[src/rtl/ahb_rr_arbiter_if.sv]
// Arbiter-side view of the AHB request/grant signals.
// master modport is the arbiter; slave modport is the fabric side.
interface ahb_rr_arbiter_if #(
    parameter int NUM_M = 5
);
    logic [NUM_M-1:0] hbusreq;
    logic [NUM_M-1:0] hlock;
    logic [1:0]       htrans;
    logic [2:0]       hburst;
    logic             hready;
    logic [NUM_M-1:0] hgrant;
    logic [NUM_M-1:0] hmaster_d;
    logic             hmastlock;

    modport master (
        input  hbusreq,
        input  hlock,
        input  htrans,
        input  hburst,
        input  hready,
        output hgrant,
        output hmaster_d,
        output hmastlock
    );

    modport slave (
        output hbusreq,
        output hlock,
        output htrans,
        output hburst,
        output hready,
        input  hgrant,
        input  hmaster_d,
        input  hmastlock
    );
endinterface

[src/rtl/ahb_rr_arbiter.sv]
// Registered round-robin AHB arbiter with lock support and
// default-master parking; re-arbitrates only at legal boundaries.
module ahb_rr_arbiter #(
    parameter int NUM_M     = 5,
    parameter int DEFAULT_M = 0,
    parameter int MAX_HOLD  = 16
) (
    input  logic                HCLK,
    input  logic                HRESET,
    ahb_rr_arbiter_if.master    bus
);
    localparam int IW   = (NUM_M > 1) ? $clog2(NUM_M) : 1;
    localparam int CMAX = (MAX_HOLD > 16) ? MAX_HOLD - 1 : 15;
    localparam int CW   = $clog2(CMAX + 1);
    localparam logic [NUM_M-1:0] DEF_OH = NUM_M'(1) << DEFAULT_M;

    typedef enum logic [1:0] {
        PARK,
        OWN,
        LOCK
    } state_t;

    state_t           r_state;
    logic [NUM_M-1:0] r_grant;
    logic [NUM_M-1:0] r_mastd;
    logic             r_mastlock;
    logic [IW-1:0]    r_ptr;
    logic [IW-1:0]    r_owner;
    logic [CW-1:0]    r_cnt;

    logic             w_idle;
    logic             w_busy;
    logic             w_nonseq;
    logic             w_seq;
    logic             w_acc;
    logic [CW-1:0]    w_len;
    logic [CW-1:0]    w_cnt_nxt;
    logic             w_own_req;
    logic             w_own_lock;
    logic             w_pt;
    logic             w_hold;
    logic             w_arb;
    logic             w_found;
    logic [IW-1:0]    w_win;
    logic [IW-1:0]    w_j;
    logic [NUM_M-1:0] w_win_oh;

    assign w_idle     = (bus.htrans == 2'b00);
    assign w_busy     = (bus.htrans == 2'b01);
    assign w_nonseq   = (bus.htrans == 2'b10);
    assign w_seq      = (bus.htrans == 2'b11);
    assign w_acc      = bus.hready & (w_nonseq | w_seq);
    assign w_own_req  = |(bus.hbusreq & r_grant);
    assign w_own_lock = |(bus.hlock & r_grant);

    always_comb begin
        w_len = '0;
        unique case (bus.hburst)
            3'd0:       w_len = '0;
            3'd1:       w_len = CW'(MAX_HOLD - 1);
            3'd2, 3'd3: w_len = CW'(3);
            3'd4, 3'd5: w_len = CW'(7);
            default:    w_len = CW'(15);
        endcase
    end

    always_comb begin
        w_cnt_nxt = r_cnt;
        if (w_acc && w_nonseq)
            w_cnt_nxt = w_len;
        else if (w_acc && w_seq && r_cnt != '0)
            w_cnt_nxt = r_cnt - CW'(1);
    end

    assign w_pt = bus.hready &
                  (w_idle |
                   (w_acc & (w_cnt_nxt == '0)) |
                   (~w_own_req & ~w_seq & ~w_busy));

    // A locked owner blocks handover, including on the NONSEQ that takes the lock.
    assign w_hold = w_own_lock & ((r_state == LOCK) | (w_acc & w_nonseq));
    assign w_arb  = w_pt & ~w_hold;

    // Owner is skipped in the rotation and only considered as a last resort.
    always_comb begin
        w_found = 1'b0;
        w_win   = IW'(DEFAULT_M);
        w_j     = '0;
        for (int k = 1; k <= NUM_M; k++) begin
            w_j = IW'((int'(r_ptr) + k) % NUM_M);
            if (!w_found && bus.hbusreq[w_j] && !r_grant[w_j]) begin
                w_found = 1'b1;
                w_win   = w_j;
            end
        end
        if (!w_found && w_own_req) begin
            w_found = 1'b1;
            w_win   = r_owner;
        end
    end

    assign w_win_oh = NUM_M'(1) << w_win;

    always_ff @(posedge HCLK or posedge HRESET) begin
        if (HRESET) begin
            r_state    <= PARK;
            r_grant    <= DEF_OH;
            r_mastd    <= DEF_OH;
            r_mastlock <= 1'b0;
            r_ptr      <= IW'(DEFAULT_M);
            r_owner    <= IW'(DEFAULT_M);
            r_cnt      <= '0;
        end else if (bus.hready) begin
            r_cnt      <= w_cnt_nxt;
            r_mastd    <= r_grant;
            r_mastlock <= w_own_lock;
            if (w_arb) begin
                r_grant <= w_win_oh;
                r_owner <= w_win;
                if (w_found)
                    r_ptr <= w_win;
                r_state <= w_found ? OWN : PARK;
            end else if (w_acc && w_nonseq && w_own_lock) begin
                r_state <= LOCK;
            end
        end
    end

    assign bus.hgrant    = r_grant;
    assign bus.hmaster_d = r_mastd;
    assign bus.hmastlock = r_mastlock;
endmodule

[src/flat_wrapper.sv]
// flat-port wrapper written by rule: the top's interface ports become plain ports
module ahb_rr_arbiter_flat 
#(
    parameter int NUM_M     = 5,
    parameter int DEFAULT_M = 0,
    parameter int MAX_HOLD  = 16
)
  (HCLK, HRESET, bus_hbusreq, bus_hlock, bus_htrans, bus_hburst, bus_hready, bus_hgrant, bus_hmaster_d, bus_hmastlock);
  ahb_rr_arbiter_if #(.NUM_M(NUM_M)) bus_i ();
  input  logic HCLK;
  input  logic HRESET;
  input wire logic [$bits(bus_i.hbusreq)-1:0] bus_hbusreq;
  input wire logic [$bits(bus_i.hlock)-1:0] bus_hlock;
  input wire logic [$bits(bus_i.htrans)-1:0] bus_htrans;
  input wire logic [$bits(bus_i.hburst)-1:0] bus_hburst;
  input wire logic [$bits(bus_i.hready)-1:0] bus_hready;
  output wire logic [$bits(bus_i.hgrant)-1:0] bus_hgrant;
  output wire logic [$bits(bus_i.hmaster_d)-1:0] bus_hmaster_d;
  output wire logic [$bits(bus_i.hmastlock)-1:0] bus_hmastlock;
  assign bus_i.hbusreq = bus_hbusreq;
  assign bus_i.hlock = bus_hlock;
  assign bus_i.htrans = bus_htrans;
  assign bus_i.hburst = bus_hburst;
  assign bus_i.hready = bus_hready;
  assign bus_hgrant = bus_i.hgrant;
  assign bus_hmaster_d = bus_i.hmaster_d;
  assign bus_hmastlock = bus_i.hmastlock;
  ahb_rr_arbiter #(.NUM_M(NUM_M), .DEFAULT_M(DEFAULT_M), .MAX_HOLD(MAX_HOLD)) u_core (.HCLK(HCLK), .HRESET(HRESET), .bus(bus_i));
endmodule
[config.mk]
export PLATFORM = sky130hd
export DESIGN_NAME = ahb_rr_arbiter_flat
export DESIGN_NICKNAME = d
export VERILOG_FILES = /design/src/rtl/ahb_rr_arbiter_if.sv /design/src/rtl/ahb_rr_arbiter.sv /design/src/flat_wrapper.sv
export SDC_FILE = /design/constraint.sdc
export NUM_CORES = 1
export LEC_CHECK = 0
export CORE_ASPECT_RATIO = 1.4
export CORE_MARGIN = 5
export CORE_UTILIZATION = 60
export CTS_BUF_LIST = sky130_fd_sc_hd__clkbuf_16
export DETAILED_ROUTE_END_ITERATION = 8
export PLACE_DENSITY = 0.91
export SETUP_SLACK_MARGIN = 0.15
export SYNTH_ARGS = -nofsm -noshare
export SYNTH_HDL_FRONTEND = slang
export SYNTH_SLANG_ARGS = --single-unit
export TNS_END_PERCENT = 100
[constraint.sdc]
create_clock -name HCLK -period 13.8 [get_ports HCLK]
set_clock_uncertainty 0.15 [all_clocks]
set_input_delay 2.07 -clock HCLK [delete_from_list [all_inputs] [get_ports HCLK]]
set_output_delay 2.07 -clock HCLK [all_outputs]
set_load 0.005 [all_outputs]
== Word-level counts from Yosys, hierarchy flattened ==
Index checks and enable logic that the tools add are counted.

* Bits in registers: 23
* Latch bits: 0
* Memory bits (writable): 0
* ROM bits: 0
* Bits of input ports: 18
* Output and inout port bits: 11
* Logic and storage cells: 124
* Memories kept: 0

* Add/subtract/negate cells: 6
* Multiply operators: 0
* Div/mod/pow operators: 5
* Magnitude comparators: 5
* Eq/ne operators: 8
* Shift-type cells: 1
* Multiplexer cells: 38
* Bitwise gates (word level): 18
* Reduce and logical (&&, ||, !) cells: 36

{| class="wikitable"
|+ Operator list
! kind !! count
|-
| $mod 32x4->32 const B || 5
|-
| $bmux 1 s3 || 10
|-
| $lt 3x4->1 const B || 5
|-
| $mux 3 || 6
|-
| $mux 1 || 17
|-
| $logic_and 1x1->1 || 14
|-
| $pmux 4 s3 || 1
|-
| $and 5x5->5 || 2
|-
| $logic_not 1->1 || 10
|-
| $reduce_or 5->1 || 2
|-
| $add 3x2->4 const B || 2
|-
| $add 3x3->4 const B || 2
|-
| $and 1x1->1 || 8
|-
| $mux 4 || 2
|-
| $eq 2x2->1 const B || 3
|-
| $eq 3x2->1 const B || 2
|-
| $eq 3x3->1 const B || 2
|-
| $shl 1x3->5 const A || 1
|-
| $add 3x1->4 const B || 1
|-
| $logic_not 4->1 || 1
|-
| $mux 2 || 2
|-
| $not 1->1 || 4
|-
| $or 1x1->1 || 4
|-
| $reduce_and 2->1 || 2
|-
| 8 further kinds || 9
|}

== Longest topological paths before layout ==
Gate-level depths: netlist of the first run.

* Word-level depth: 28
* Mapped depth: 18
* Mapped depth without buffers: 18

== Least setup slack after synthesis of the first run ==
Ideal clock, no wire load.

* Kind: register to register
* Start point: reg u_core.r_ptr[0]
* End point: reg u_core.r_grant[1], in the netlist u_core.bus.hgrant[1]
* Library setup time: 0.122 ns
* Data arrival time: 4.732 ns
* Setup slack: 8.797 ns
* Cell stages (with the launch flop): 19
* Path buffers: 1
* Clock period less this slack: 5.003 ns
* Cells stage by stage: dfrtp_1 -> clkbuf_1 -> clkinv_1 -> ha_1 -> ha_1 -> nor4b_2 -> a211o_1 -> xnor2_1 -> ha_1 -> nor2b_1 -> a2111o_1 -> nor2_1 -> o31ai_1 -> a221oi_1 -> a31oi_1 -> a2111oi_0 -> o32ai_1 -> and2_1 -> a32o_1

* Cells in the longest elaborated chain, start to end: 27
* Elaborated cells on any way between the ends: 62

{| class="wikitable"
|+ RTL lines
! item !! line !! source
|-
| start, declared || ahb_rr_arbiter.sv:27 || <nowiki>logic [IW-1:0] r_ptr;</nowiki>
|-
| start signal, assigned || ahb_rr_arbiter.sv:110 || <nowiki>r_ptr <= IW'(DEFAULT_M);</nowiki>
|-
| start signal, assigned || ahb_rr_arbiter.sv:121 || <nowiki>r_ptr <= w_win;</nowiki>
|-
| $add 3x1->4 || ahb_rr_arbiter.sv:90 || <nowiki>w_j = IW'((int'(r_ptr) + k) % NUM_M);</nowiki>
|-
| $mod 32x4->32 || ahb_rr_arbiter.sv:90 ||
|-
| $bmux 1 s3 || ahb_rr_arbiter.sv:91 || <nowiki>if (!w_found && bus.hbusreq[w_j] && !r_grant[w_j]) begin</nowiki>
|-
| $mux 1 (not written as such) || ahb_rr_arbiter.sv:91 ||
|-
| $logic_not 1->1 || ahb_rr_arbiter.sv:91 ||
|-
| $logic_and 1x1->1 || ahb_rr_arbiter.sv:91 ||
|-
| $mux 1 || ahb_rr_arbiter.sv:91 ||
|-
| $logic_not 1->1 || ahb_rr_arbiter.sv:91 ||
|-
| (+10 left out) || n/a ||
|-
| $mux 1 || ahb_rr_arbiter.sv:91 ||
|-
| $logic_not 1->1 || ahb_rr_arbiter.sv:91 ||
|-
| $logic_and 1x1->1 (2 in a row) || ahb_rr_arbiter.sv:91 ||
|-
| $mux 1 || ahb_rr_arbiter.sv:91 ||
|-
| $logic_not 1->1 || ahb_rr_arbiter.sv:96 || <nowiki>if (!w_found && w_own_req) begin</nowiki>
|-
| $logic_and 1x1->1 || ahb_rr_arbiter.sv:96 ||
|-
| $mux 3 * || ahb_rr_arbiter.sv:96 ||
|-
| $shl 1x3->5 * || ahb_rr_arbiter.sv:102 || <nowiki>assign w_win_oh = NUM_M'(1) << w_win;</nowiki>
|-
| end signal, assigned || ahb_rr_arbiter.sv:118 || <nowiki>r_grant <= w_win_oh;</nowiki>
|-
| end, declared || ahb_rr_arbiter.sv:24 || <nowiki>logic [NUM_M-1:0] r_grant;</nowiki>
|}

Mark *: on every way between the ends. The rest lies on a longest branch, timed or not. The select of a mux whose other input is x is not followed.
A chain may end at the register's enable or synchronous reset.

== Final worst setup path of the first run ==
Ends and elaborated chain as after synthesis.

==> impl_metrics.toml, run 1 <==
[grt]
grt_first_pass_wirelength_um = 14700
grt.overflow.total = 0
antenna_found_initial = 0
grt_pass1_vias = 3204
grt_max_degree = 42
track_usage = 0.261

[synth]
yosysTopAreaCellShare = 0.167
yosysUniqueCellTypes = 77
ys_seq_elements = 23
syn_avg_cell_area_um2 = 7.83
synth_flop_cell = "dfrtp_1"
synth_fp_nets = 442
yosys-top-cells-area = "dfrtp_1 (17%), ha_1 (9.2%), nand2_1 (4.9%), o21ai_0 (3.8%), a21oi_1 (3.7%)"
synth_edf_count = 0
yosysSeqAreaShare = 0.184
synth_warnings = 0
ys_async_sr_fraction = 1.00
synth_top_area_cell = "dfrtp_1"
postSynthCellCount = 401
syn_area_um2 = 3140

[finish]
final_common_cell = "nand2_1"
drive_gt1_frac = 0.0857
n_fill_cell = 414
layout.nets = 462
final_util = 0.689
antenna_cells = 0
area_growth_pct = 12.5
final_cell_mix = "nand2_1 (41), clkdlybuf4s50_1 (28), o21ai_0 (24)"

[clocking]
cts_tree = "built"
post-cts-setup-buffer-count = 0
clock_sinks = 23
clockBufferDepth = 2
clk_pin_slew_ns = 0.06
htree_levels = 1
cts_resized = 0
holdBufCountCts = 0
insertion_delay_ns = 0.25
cts_root_buffer = "clkbuf_16"
cts_buffers = 3

[timing]
rsz0062_at_grt = "false"
post-route-period-util = 0.451
setup_viol = 0
fmax_mhz = 161
final.setup.worst_slack_ns = 7.57
setup_tns_ns = 0
tightest_slew_ns = 0.855
min_period_ns = 6.23
slew_headroom = 0.429
finalHoldViolations = 0
slew_viol_final = 0

[detailed_routing]
route.vias.total = 3306
first_pass_iters = 6
routed_wl_um = 8610
drtIter0Drc = 332
drc_errors = 0
drtAntennaViolNets = 0
vias_per_cell = 6.80
routedWlPerCell_um = 17.7

[setup_path]
cp_num_cells = 18
cpMostUsedCell = "ha_1"
critPathRequiredTime_ns = 13.79
path_delay_family = "compound AO/OA/AOI/OAI gates"
crit_buf_inv = 2
timing_worst_setup_path_type = "flip-flop to flip-flop"
slowest_stage = "ha_1"
path_max_fanout = 41
worstRegToRegCells = 18
end_kind = "flip-flop"
arrival_ns = 6.22
worst_setup_path_start_kind = "flip-flop"
slowest_delay_ns = 0.88
crit_chain = "buf_4, clkinv_1, ha_1, ha_1, nor4b_2, a211o_1, xnor2_1, ha_1, nor2b_1, a2111o_1, nor2_1, o31ai_1, a221oi_1, a31oi_1, a2111oi_0, o32ai_1, and2_1, a32o_1"

[die]
io-pin-count = 29
die_h_um = 95.6
core_region_area_um2 = 5120
start_util = 0.613
die_area_um2 = 6800
die_x_um = 71.1
row_count = 31

[run_status]
status = "finished, final reports clean"

[placement]
place_ws_ns = 7.70
hpwl_um = 6570
place_congestion = 0.947
port_buffers = 28

[worst_hold_path]
hp-class = "flip-flop to flip-flop"
min_path_cells = 2

[flow_run]
drv_cap = 0
==> cell families (layout without fill, tap and decap cells) <==
family | after synthesis | in the layout | share of synthesized area
AOI/OAI and AO/OA | 138 | 138 | 0.318
xor gates and xnor gates | 13 | 13 | 0.0411
adders and majority gates | 23 | 23 | 0.0917
buffers and inverters | 37 | 56 | 0.0474
DFF | 23 | 23 | 0.184
muxes | 16 | 16 | 0.0574
and+or+nand+nor | 151 | 151 | 0.260
==> Yosys cell counts, types with 7 or more instances <==
cell      count
a211oi_1      8
a21oi_1      23
clkbuf_1     11
dfrtp_1      21
ha_1         23
inv_1        19
mux2i_1       9
nand2_1      41
nand2b_1      9
nand3_1      11
nor2_1       23
nor2b_1      14
nor3_1        9
o21ai_0      24
o31ai_1       8
or2_2         7
xnor2_1       9
==> registers in the layout (all words and copies together) (netlist names) <==
name                  flops
u_core.bus.hmaster_d      5
u_core.r_ptr              3
u_core.bus.hmastlock      1
u_core.r_cnt              4
u_core.r_owner            3
u_core.r_state            2
u_core.bus.hgrant         5
==> routing by layer <==
| metal | wire length (um) | vias to the layer above | GRT usage |
|---|---|---|---|
| met5 | 0 | - | 0 |
| met4 | 349 | 0 | 0.121 |
| met3 | 541 | 35 | 0.0348 |
| met2 | 4310 | 160 | 0.475 |
| met1 | 3410 | 1555 | 0.299 |
| li1 | - | 1556 | - |
==> final timing paths <==
path / startpoint / to / slack (ns)
min in group asynchronous: HRESET / u_core.bus.hmaster_d[1] / 2.15
max: u_core.r_ptr[0] / u_core.bus.hgrant[1] / 7.57
max reg2reg: u_core.r_ptr[0] / u_core.bus.hgrant[1] / 7.57
max in group asynchronous: HRESET / u_core.r_owner[0] / 10.83
min: u_core.r_state[1] / u_core.r_state[1] / 0.35
min reg2reg: u_core.r_state[1] / u_core.r_state[1] / 0.35
==> final cells by class <==
cell class              instances  area (um2)  area share
clock buffers                   3        75.1      0.0213
clock inverters                 1        5.00     0.00142
inverters                      22        82.6      0.0234
multi-input cells             341        2410       0.683
flip-flops and latches         23         578       0.164
well taps                      66        82.6      0.0234
repair buffers                 30         295      0.0837
==> per-stage QoR <==
step / hold WS [ns] / area (um2) / std cells
final: 0.350 / 3530 / 486
after global routing: 0.390 / 3530 / 486
after CTS: 0.350 / 3530 / 486
after detailed placement: 0.336 / 3450 / 482
after global placement: 0.321 / 3450 / 482
after floorplan: 0.305 / 3140 / 401
==> tightest hold or removal path, cell delays in order (launching register included) <==
cell     delay, ns
dfrtp_1       0.34
a21oi_1       0.04
nor2_1        0.08
Power of run 1 is left out: the tool's default activity adds up to more than one toggle a clock period on the data nets, which glitch-free logic cannot reach.
==> run 2, diff against run 1 <==
--- a/config.mk
+++ b/config.mk
@@ -7,10 +7,10 @@
 export LEC_CHECK = 0
 export CORE_ASPECT_RATIO = 1.4
 export CORE_MARGIN = 5
-export CORE_UTILIZATION = 60
+export CORE_UTILIZATION = 53
 export CTS_BUF_LIST = sky130_fd_sc_hd__clkbuf_16
 export DETAILED_ROUTE_END_ITERATION = 8
-export PLACE_DENSITY = 0.91
+export PLACE_DENSITY = 0.85
 export SETUP_SLACK_MARGIN = 0.15
 export SYNTH_ARGS = -nofsm -noshare
 export SYNTH_HDL_FRONTEND = slang
==> constraint.sdc (replaced) <==
create_clock -name HCLK -period 5.2 [get_ports HCLK]
set_clock_uncertainty 0.15 [all_clocks]
set_input_delay 0.78 -clock HCLK [delete_from_list [all_inputs] [get_ports HCLK]]
set_output_delay 0.78 -clock HCLK [all_outputs]
set_load 0.005 [all_outputs]
==> impl_metrics.toml, run 2 (same netlist as run 1, synthesis figures left out) <==
[run_status]
status = "finished, final reports clean"

[detailed_routing]
route.vias.total = 3352
vias_per_cell = 6.73
routed_wl_um = 9010
routedWlPerCell_um = 18.1
drc_errors = 0
drtAntennaViolNets = 0
first_pass_iters = 7
drtIter0Drc = 225

[grt]
track_usage = 0.246
antenna_found_initial = 0
grt_pass1_vias = 3212
grt.overflow.total = 0
grt_max_degree = 39
grt_first_pass_wirelength_um = 14900

[clocking]
cts_tree = "built"
holdBufCountCts = 0
clockBufferDepth = 2
clock_sinks = 23
cts_buffers = 3
cts_root_buffer = "clkbuf_16"
clk_pin_slew_ns = 0.06
insertion_delay_ns = 0.26
htree_levels = 1

[timing]
tightest_slew_ns = 0.869
post-route-period-util = 0.918
rsz0062_at_grt = "false"
slew_viol_final = 0
slew_headroom = 0.420
setup_tns_ns = 0
setup_viol = 0
finalHoldViolations = 0
fmax_mhz = 210
min_period_ns = 4.77

[setup_path]
setup.worst_path.start = "u_core.r_ptr[0]"
critPathRequiredTime_ns = 5.20
worst_setup_path_start_kind = "flip-flop"
arrival_ns = 4.77
path_max_fanout = 8
end_kind = "flip-flop"
timing_worst_setup_path_type = "flip-flop to flip-flop"
r2r_start = "u_core.r_ptr[0]"

[die]
row_count = 33
io-pin-count = 29
start_util = 0.539
core_region_area_um2 = 5820
die_x_um = 75.0
die_area_um2 = 7580
die_h_um = 101

[worst_hold_path]
min-delay-start = "u_core.bus.hmaster_d[3]"
hp-class = "flip-flop to flip-flop"

[finish]
final_cell_mix = "nand2_1 (41), clkdlybuf4s50_1 (28), o21ai_0 (24)"
area_growth_pct = 15.8
layout.nets = 470
n_fill_cell = 477
antenna_cells = 0
drive_gt1_frac = 0.114
final_common_cell = "nand2_1"

[placement]
port_buffers = 28
place_congestion = 0.987
hpwl_um = 6760

[flow_run]
drv_cap = 0
## run 2: final cells by class
type	instances	area, um2	area share
clock buffer	3	75.1	0.0207
clock inverter	1	3.75	0.00103
inverter	22	82.6	0.0227
multi-input combinational	341	2450	0.675
sequential	23	578	0.159
tap	70	87.6	0.0241
timing repair buffer	38	355	0.0978
## run 2: metrics by stage
stage                     std cells  cell area, um2  setup WS, ns  utilization  hold WS [ns]
after floorplan                 401            3140         0.197            -         0.305
after global placement          493            3510         0.403        0.602         0.325
after detailed placement        493            3510         0.179        0.602         0.346
after CTS                       497            3590         0.152        0.616         0.363
after global routing            498            3630         0.192        0.624         0.399
final                           498            3630         0.429        0.624         0.365
## run 2: critical path, stage by stage, from the launching register on
cell       delay (ns)
dfrtp_1          0.41
ha_1             0.25
xnor2_2          0.15
inv_1            0.14
ha_2             0.26
nor2_1           0.06
a211o_1          0.37
xnor2_2          0.20
ha_2             0.24
nor2b_1          0.16
a2111o_1         0.49
nor2_1           0.22
o31ai_1          0.11
a221oi_2         0.33
a31oi_2          0.13
a2111oi_2        0.35
o32ai_1          0.14
and2_1           0.22
a32o_1           0.26
## run 2: repair_timing
action,CTS,global route
resized for setup,0,8
endpoints found under the setup margin,0,12
buffers inserted,0,1
## run 2: worst paths after layout
check,endpoint,slack (ns),cells past startpoint
max,u_core.bus.hgrant[1],0.43,18
min,u_core.bus.hmaster_d[3],0.36,1
max reg2reg,u_core.bus.hgrant[1],0.43,18
min reg2reg,u_core.bus.hmaster_d[3],0.36,1
max in group asynchronous,u_core.r_ptr[0],3.51,2
min in group asynchronous,u_core.bus.hmastlock,0.85,2
## run 2: per-layer routing
metal / track usage / part of all wire / vias to the layer above / wire (um)
met3: 0.0359 / 0.053 / 32 / 477
met2: 0.409 / 0.50 / 150 / 4530
met1: 0.308 / 0.40 / 1592 / 3590
met5: 0 / 0 / - / 0
li1: - / - / 1578 / -
met4: 0.111 / 0.046 / 0 / 410
Power of run 2 is left out for the same reason.
